## src/rtl/pipeline_hazard_ctrl.sv

```systemverilog
// Stall/flush/forwarding controller for the 5-stage pipeline, with memory-wait timeout FSM and perf counters.
// Optional build macro PIPE_FORWARDING_EN: EX-stage forwarding with 1-cycle load-use stalls instead of full interlock.
module pipeline_hazard_ctrl #(
    parameter int CNT_W    = 16,
    parameter int WAIT_MAX = 15
) (
    input  logic             clk,
    input  logic             rst_n,
    input  logic [4:0]       id_rs,
    input  logic [4:0]       id_rt,
    input  logic             id_uses_rt,
    input  logic [4:0]       ex_rs,
    input  logic [4:0]       ex_rt,
    input  logic             ex_regwrite,
    input  logic             ex_memread,
    input  logic [4:0]       ex_rd,
    input  logic             mem_regwrite,
    input  logic [4:0]       mem_rd,
    input  logic             mem_branch,
    input  logic             mem_zero,
    input  logic             mem_access,
    input  logic             dmem_ready,
    input  logic             wb_regwrite,
    input  logic [4:0]       wb_rd,
    output logic             pc_we,
    output logic             ifid_we,
    output logic             idex_we,
    output logic             exmem_we,
    output logic             memwb_we,
    output logic             ifid_flush,
    output logic             idex_flush,
    output logic             exmem_flush,
    output logic             memwb_flush,
    output logic             pc_src,
    output logic [1:0]       fwd_a,
    output logic [1:0]       fwd_b,
    output logic             mem_err,
    output logic [CNT_W-1:0] stall_cnt,
    output logic [CNT_W-1:0] flush_cnt
);
    // One spare code above WAIT_MAX so the wait counter can saturate when the timeout is off.
    localparam int WCW = $clog2(WAIT_MAX + 2);

    typedef enum logic [1:0] {RUN, MEM_WAIT, ERR} state_t;

    state_t         state;
    logic [WCW-1:0] wait_cnt, wait_inc;
    logic           in_err, freeze, take, hazard, stall, timeout;
    logic [1:0]     fwd_a_c, fwd_b_c;

    function automatic logic hit(input logic we, input logic [4:0] rd, input logic [4:0] r);
        return we && (rd == r) && (rd != 5'd0);
    endfunction

`ifdef PIPE_FORWARDING_EN
    assign hazard  = ex_memread && (hit(ex_regwrite, ex_rd, id_rs) ||
                                    (id_uses_rt && hit(ex_regwrite, ex_rd, id_rt)));
    assign fwd_a_c = hit(mem_regwrite, mem_rd, ex_rs) ? 2'b10 :
                     hit(wb_regwrite,  wb_rd,  ex_rs) ? 2'b01 : 2'b00;
    assign fwd_b_c = hit(mem_regwrite, mem_rd, ex_rt) ? 2'b10 :
                     hit(wb_regwrite,  wb_rd,  ex_rt) ? 2'b01 : 2'b00;
`else
    // Full interlock: hold ID until every in-flight writer of its sources has retired.
    logic unused_fwd;
    assign unused_fwd = ^{ex_rs, ex_rt, ex_memread};
    assign hazard  = hit(ex_regwrite, ex_rd, id_rs) || hit(mem_regwrite, mem_rd, id_rs) ||
                     hit(wb_regwrite, wb_rd, id_rs) ||
                     (id_uses_rt && (hit(ex_regwrite, ex_rd, id_rt) ||
                                     hit(mem_regwrite, mem_rd, id_rt) ||
                                     hit(wb_regwrite, wb_rd, id_rt)));
    assign fwd_a_c = 2'b00;
    assign fwd_b_c = 2'b00;
`endif

    assign in_err   = (state == ERR);
    assign freeze   = ((state == RUN) && mem_access && !dmem_ready) ||
                      ((state == MEM_WAIT) && !dmem_ready);
    assign take     = !in_err && !freeze && mem_branch && mem_zero;
    assign stall    = !in_err && !freeze && !take && hazard;
    assign wait_inc = (&wait_cnt) ? wait_cnt : wait_cnt + WCW'(1);
    assign timeout  = (WAIT_MAX != 0) && (wait_inc >= WCW'(WAIT_MAX));

    always_comb begin
        pc_we       = 1'b0;
        ifid_we     = 1'b0;
        idex_we     = 1'b0;
        exmem_we    = 1'b0;
        memwb_we    = 1'b0;
        ifid_flush  = 1'b0;
        idex_flush  = 1'b0;
        exmem_flush = 1'b0;
        memwb_flush = 1'b0;
        pc_src      = 1'b0;
        fwd_a       = 2'b00;
        fwd_b       = 2'b00;
        if (rst_n && !in_err) begin
            pc_we    = 1'b1;
            ifid_we  = 1'b1;
            idex_we  = 1'b1;
            exmem_we = 1'b1;
            memwb_we = 1'b1;
            fwd_a    = fwd_a_c;
            fwd_b    = fwd_b_c;
            if (freeze) begin
                pc_we       = 1'b0;
                ifid_we     = 1'b0;
                idex_we     = 1'b0;
                exmem_we    = 1'b0;
                memwb_flush = 1'b1;
            end else if (take) begin
                pc_src      = 1'b1;
                ifid_flush  = 1'b1;
                idex_flush  = 1'b1;
                exmem_flush = 1'b1;
            end else if (stall) begin
                pc_we      = 1'b0;
                ifid_we    = 1'b0;
                idex_flush = 1'b1;
            end
        end
    end

    always_ff @(posedge clk or negedge rst_n) begin
        if (!rst_n) begin
            state    <= RUN;
            wait_cnt <= '0;
            mem_err  <= 1'b0;
        end else begin
            case (state)
                RUN: if (freeze) begin
                    wait_cnt <= wait_inc;
                    if (timeout) begin
                        state   <= ERR;
                        mem_err <= 1'b1;
                    end else begin
                        state <= MEM_WAIT;
                    end
                end
                MEM_WAIT: if (dmem_ready) begin
                    wait_cnt <= '0;
                    state    <= RUN;
                end else if (timeout) begin
                    wait_cnt <= wait_inc;
                    state    <= ERR;
                    mem_err  <= 1'b1;
                end else begin
                    wait_cnt <= wait_inc;
                end
                ERR:     state <= ERR;
                default: state <= RUN;
            endcase
        end
    end

    always_ff @(posedge clk or negedge rst_n) begin
        if (!rst_n) begin
            stall_cnt <= '0;
            flush_cnt <= '0;
        end else begin
            if (stall && !(&stall_cnt)) stall_cnt <= stall_cnt + CNT_W'(1);
            if (take && !(&flush_cnt))  flush_cnt <= flush_cnt + CNT_W'(1);
        end
    end
endmodule

```

## config.mk

```make
export PLATFORM = sky130hd
export DESIGN_NAME = pipeline_hazard_ctrl
export DESIGN_NICKNAME = d
export VERILOG_FILES = /design/src/rtl/pipeline_hazard_ctrl.sv
export SDC_FILE = /design/constraint.sdc
export NUM_CORES = 1
export LEC_CHECK = 0
export ABC_AREA = 0
export CELL_PAD_IN_SITES_DETAIL_PLACEMENT = 1
export CELL_PAD_IN_SITES_GLOBAL_PLACEMENT = 2
export CORE_ASPECT_RATIO = 0.75
export CORE_MARGIN = 10
export CORE_UTILIZATION = 28
export CTS_CLUSTER_SIZE = 25
export DETAILED_ROUTE_END_ITERATION = 6
export PLACE_DENSITY = 0.84
export SLEW_MARGIN = 5
export SYNTH_ARGS = -nofsm -noshare
export SYNTH_HDL_FRONTEND = slang
export SYNTH_SLANG_ARGS = --single-unit
```

## constraint.sdc

```tcl
create_clock -name clk -period 4.8 [get_ports clk]
set_input_delay 0.48 -clock clk [delete_from_list [all_inputs] [get_ports clk]]
set_output_delay 0.48 -clock clk [all_outputs]
set_load 0.01 [all_outputs]
```

======== Yosys cells after proc, flatten, opt, wreduce, memory -nomap -nowiden ========
Cells that the tools add are included.
storage, ports and cells
  register bits ........................... 40
  input port bits ......................... 46
operators by class
  add/subtract/negate cells ............... 3
  magnitude comparators ................... 1
  equality and inequality tests ........... 11
  muxes and demuxes ....................... 29
  reduce and logical (&&, ||, !) cells .... 47
operator list
  operator                                                           number
  adder 16 x 1 -> 16 bit, second input constant                      2
  AND reduction 16 bit                                               2
  equality test 5 bit                                                6
  logical AND 1 bit                                                  24
  2-to-1 mux 1 bit                                                   19
  2-to-1 mux 5 bit                                                   3
  nonzero test 5 bit                                                 3
  case mux 5 bit (2 select lines)                                    1
  2-to-1 mux 2 bit                                                   4
  logical NOT 1 bit                                                  6
  logical OR 1 bit                                                   6
  case mux 2 bit (3 select lines)                                    1
  adder 5 x 1 -> 5 bit, second input constant                        1
  greater-or-equal comparator 5 x 4 -> 1 bit, second input constant  1
  AND reduction 5 bit                                                1
  != test 2 bit, second input constant                               2
  AND reduction 2 bit                                                2
  != test 3 bit, second input constant                               1
  AND reduction 3 bit                                                1
  equality test 2 x 1 -> 1 bit, second input constant                1
  equality test 2 bit, second input constant                         1
  logical NOT 2 bit                                                  1
  case mux 1 bit (2 select lines)                                    1
  nonzero test 2 bit                                                 1

======== Logic depth before layout (Yosys ltp) ========
  word-level depth ........................ 15
  mapped depth ............................ 9
  mapped depth without buffers ............ 7

======== Least setup slack after synthesis ========
OpenSTA, ideal clock, no wires.
  path kind ............................... input to output
  from .................................... input port wb_rd[0]
  to ...................................... output port pc_we
  data arrival time ....................... 2.203 ns
  data required time ...................... 4.320 ns
  slack ................................... 2.117 ns
  cell stages on the path ................. 8
  cell sequence ........................... or4_1 -> o21a_1 -> a222oi_1 -> buf_4 -> buf_4 -> nor2_1 -> nor2_1 -> buf_4
between the ends
  word-level cells in the longest chain between the ends .. 11
  elaborated cells between the ends (all ways) .. 16
  classes of those cells .................. eq/ne: 2; mux: 4; reduce/logical: 10
ends and longest elaborated chain
  element                             line  RTL
  start: declaration                  24    input logic [4:0] wb_rd,
  equality test 5 bit                 52    return we && (rd == r) && (rd != 5'd0);
  logical AND 1 bit (2 in series)     52
  logical OR 1 bit                    69    hit(mem_regwrite, mem_rd, id_rt) ||
  logical AND 1 bit                   68    (id_uses_rt && (hit(ex_regwrite, ex_rd, id_rt) ||
  logical OR 1 bit (*)                67    hit(wb_regwrite, wb_rd, id_rs) ||
  logical AND 1 bit (*)               79    assign stall = !in_err && !freeze && !take && hazard;
  2-to-1 mux 1 bit (*) (4 in series)  --
  end: declaration                    25    output logic pc_we,
Every way passes the cells marked *; elsewhere a longest branch is shown, timed or not.

======== Worst setup path after layout ========
  from .................................... input port ex_rd[0]
  to ...................................... output port pc_we
between the ends
  word-level cells in the longest chain between the ends .. 12
  elaborated cells between the ends (all ways) .. 18
  classes of those cells .................. eq/ne: 2; mux: 4; reduce/logical: 12
ends and longest elaborated chain
  element                          line  RTL
  start: declaration               16    input logic [4:0] ex_rd,
  equality test 5 bit              52
  logical AND 1 bit (2 in series)  52
  logical OR 1 bit                 68
  logical OR 1 bit                 69
  logical AND 1 bit                68
  logical OR 1 bit (*)             67
  logical AND 1 bit (*)            79
  2-to-1 mux 1 bit (*)             115   end else if (stall) begin
  2-to-1 mux 1 bit (*)             110   end else if (take) begin
  2-to-1 mux 1 bit (*)             104   if (freeze) begin
  2-to-1 mux 1 bit (*)             96    if (rst_n && !in_err) begin
Marks and branches as above.

==> results.json <==
{
  "diodes": 0,
  "first_global_vias": 2318,
  "seqCellArea_um2": 1001,
  "synth_edf_count": 0,
  "p_leak_uw": 0.001448,
  "grt_max_degree": 43,
  "postCtsSetupRepairBufs": 0,
  "max_stage_delay_ps": 560,
  "min_path_type": "in -> async",
  "rows": 29,
  "drc": 0,
  "dp.cells": 435,
  "post_cts_resized": 0,
  "chipHeight_um": 101.7,
  "crit_path_end_kind": "primary output",
  "async_flop_share_pct": 100.0,
  "dieArea_um2": 13100,
  "firstDrtPassIters": 4,
  "wl_met3_um": 348,
  "maxSlewViolCount": 0,
  "syn2layout_area_growth_pct": 39.25,
  "min_period_ps": 3533,
  "worstPathArrival_ps": 3050,
  "holdBufCountCts": 0,
  "ant_nets": 0,
  "synth_top_cell_area_share_pct": 40.20,
  "clkTransAtPathRegs_ps": 60,
  "synth_commonest_cells": "dfrtp_1, xnor2_1, xor2_1, nand2_1",
  "cts_buffers": 5,
  "viasPerCell": 4.932,
  "worst_hold_slack_ps": 267.9,
  "maxCapViolations": 0,
  "htree_levels": 2,
  "clock_skew_ps": 6.741,
  "cts_buffer_depth": 2,
  "required_ps": 4320,
  "synth.most_common_cell": "dfrtp_1",
  "track_usage_pct": 11.59,
  "cp_max_fo": 17,
  "cts_tree": "yes",
  "avgSynthCellArea_um2": 9.576,
  "crit_slowest_cell": "clkdlybuf4s50_1",
  "synth.area.top_cells": "dfrtp_1, xnor2_1, xor2_1, nand4_1, nand2_1",
  "yosysWarnings": 0,
  "drt_iter0_drc": 138,
  "clock-sinks": 40,
  "synth-seq-cells": 40,
  "io_buffers": 77,
  "ys_seq_area_share_pct": 40.20,
  "cts-root-buf": "clkbuf_16",
  "ios": 93,
  "finalNonFillerCells": 443,
  "overflow": 0,
  "wl_um": 7572,
  "netlist_instances": 260,
  "antenna_found_initial": 0,
  "grt_setup_unrepaired": "false",
  "post-dp-hpwl_um": 6038,
  "nNetsFinal": 383,
  "synth_flop_cell": "dfrtp_1",
  "top_layer_used": "met4",
  "wl_per_cell_um": 17.09,
  "power.density_nw_per_um2": 344.0,
  "core_area_um2": 8563,
  "cp-start-kind": "primary input",
  "finalSetupViolCount": 0,
  "wl_met2_um": 3515,
  "clk_latency_ps": 280,
  "timing.final.crit_share_pct": 73.61,
  "grt_pass1_wl_um": 12240,
  "timing.critical_path.buf_inv": 3,
  "tightest_slew_ps": 715.6,
  "synth_area_um2": 2490,
  "yosysUniqueCellTypes": 42,
  "crit_chain": "clkdlybuf4s50_1 -> or4_1 -> o21a_1 -> a222oi_1 -> buf_4 -> nor2_1 -> nor2_1 -> clkdlybuf4s50_1",
  "setup.worst_path.class": "in -> out",
  "vias": 2185,
  "slew_headroom_pct": 51.85,
  "tns_ps": 0,
  "die_x_um": 128.9,
  "initial_core_util_pct": 29.08,
  "max_clock_freq_ghz": 0.2830,
  "crit_family": "buffers and inverters",
  "multi_input_area_um2": 1385,
  "peakVddDrop_v": 0.0002196,
  "hold_viol": 0,
  "status": "completed",
  "fill_cells": 990,
  "gp_congestion": 0.8510,
  "wl_met1_um": 3654,
  "synth_top_cell_by_area": "dfrtp_1",
  "drive_gt1_share_pct": 4.478
}
report_power, final:
part | internal, µW | switching, µW | leakage (µW)
Sequential | 396 | 78.4 | 0.000532
Clock | 207 | 130 | 0.0000712
Combinational | 205 | 175 | 0.000845
stage by stage:
step	util [%]	worst slack, ps	instance area [µm²]	power (µW)
after floorplan	-	2117	2501	653.7
after global placement	38.78	1224	3321	849.0
after detailed placement	38.78	1215	3321	864.2
after CTS	40.49	1221	3467	1209
after global routing	40.49	1101	3467	1266
final	40.49	1267	3467	1193
path summary, 6_finish.rpt:
kind                                    from  slack, ps  cells past startpoint      endpoint
worst min-delay path                   rst_n        270                      2      state[1]
worst max register to register  stall_cnt[5]       2450                      5  stall_cnt[1]
worst max-delay path                ex_rd[0]       1270                      8         pc_we
worst min register to register       mem_err        480                      1       mem_err
max in group asynchronous              rst_n       4160                      2  stall_cnt[1]
min in group clk                     mem_err        480                      1       mem_err
final cells by class:
| type | count | share of cell area, % |
|---|---|---|
| Timing Repair Buffer | 79 | 22.52 |
| Sequential cell | 40 | 28.87 |
| Clock buffer | 8 | 4.222 |
| Inverter | 5 | 0.5413 |
| Tap cell | 108 | 3.898 |
| Multi-Input combinational cell | 203 | 39.95 |
cells by family after synthesis:
group | after synthesis | share of synthesized area, %
AO/OA/AOI/OAI | 26 | 6.683
XOR/XNOR | 59 | 20.75
adder cells (fa/ha/maj) | 3 | 1.508
buffers and inverters | 20 | 4.623
flip-flops | 40 | 40.20
multiplexers | 5 | 2.362
other | 1 | 0.1506
AND/OR/NAND/NOR | 106 | 23.72
layer usage:
layer	track usage, %	vias up
li1	-	1058
met1	14.86	1083
met4	2.528	0
met2	18.99	40
met5	0	-
met3	3.340	4
layout by cell type (no fill, tap or decap), drive strengths merged, types with 7 or more instances in the layout:
master	count
dfrtp	40
clkbuf	8
nor3	13
nand2	21
clkdlybuf4s50	76
and3	7
xnor2	37
nand4	15
nor2	11
xor2	22
a21oi	7
nand3	15
registers in the layout, indices dropped and copies added, names as in the netlist:
register   cells
flush_cnt     16
mem_err        1
stall_cnt     16
state          2
wait_cnt       5
No activity file was read; power rests on OpenSTA's default activity.
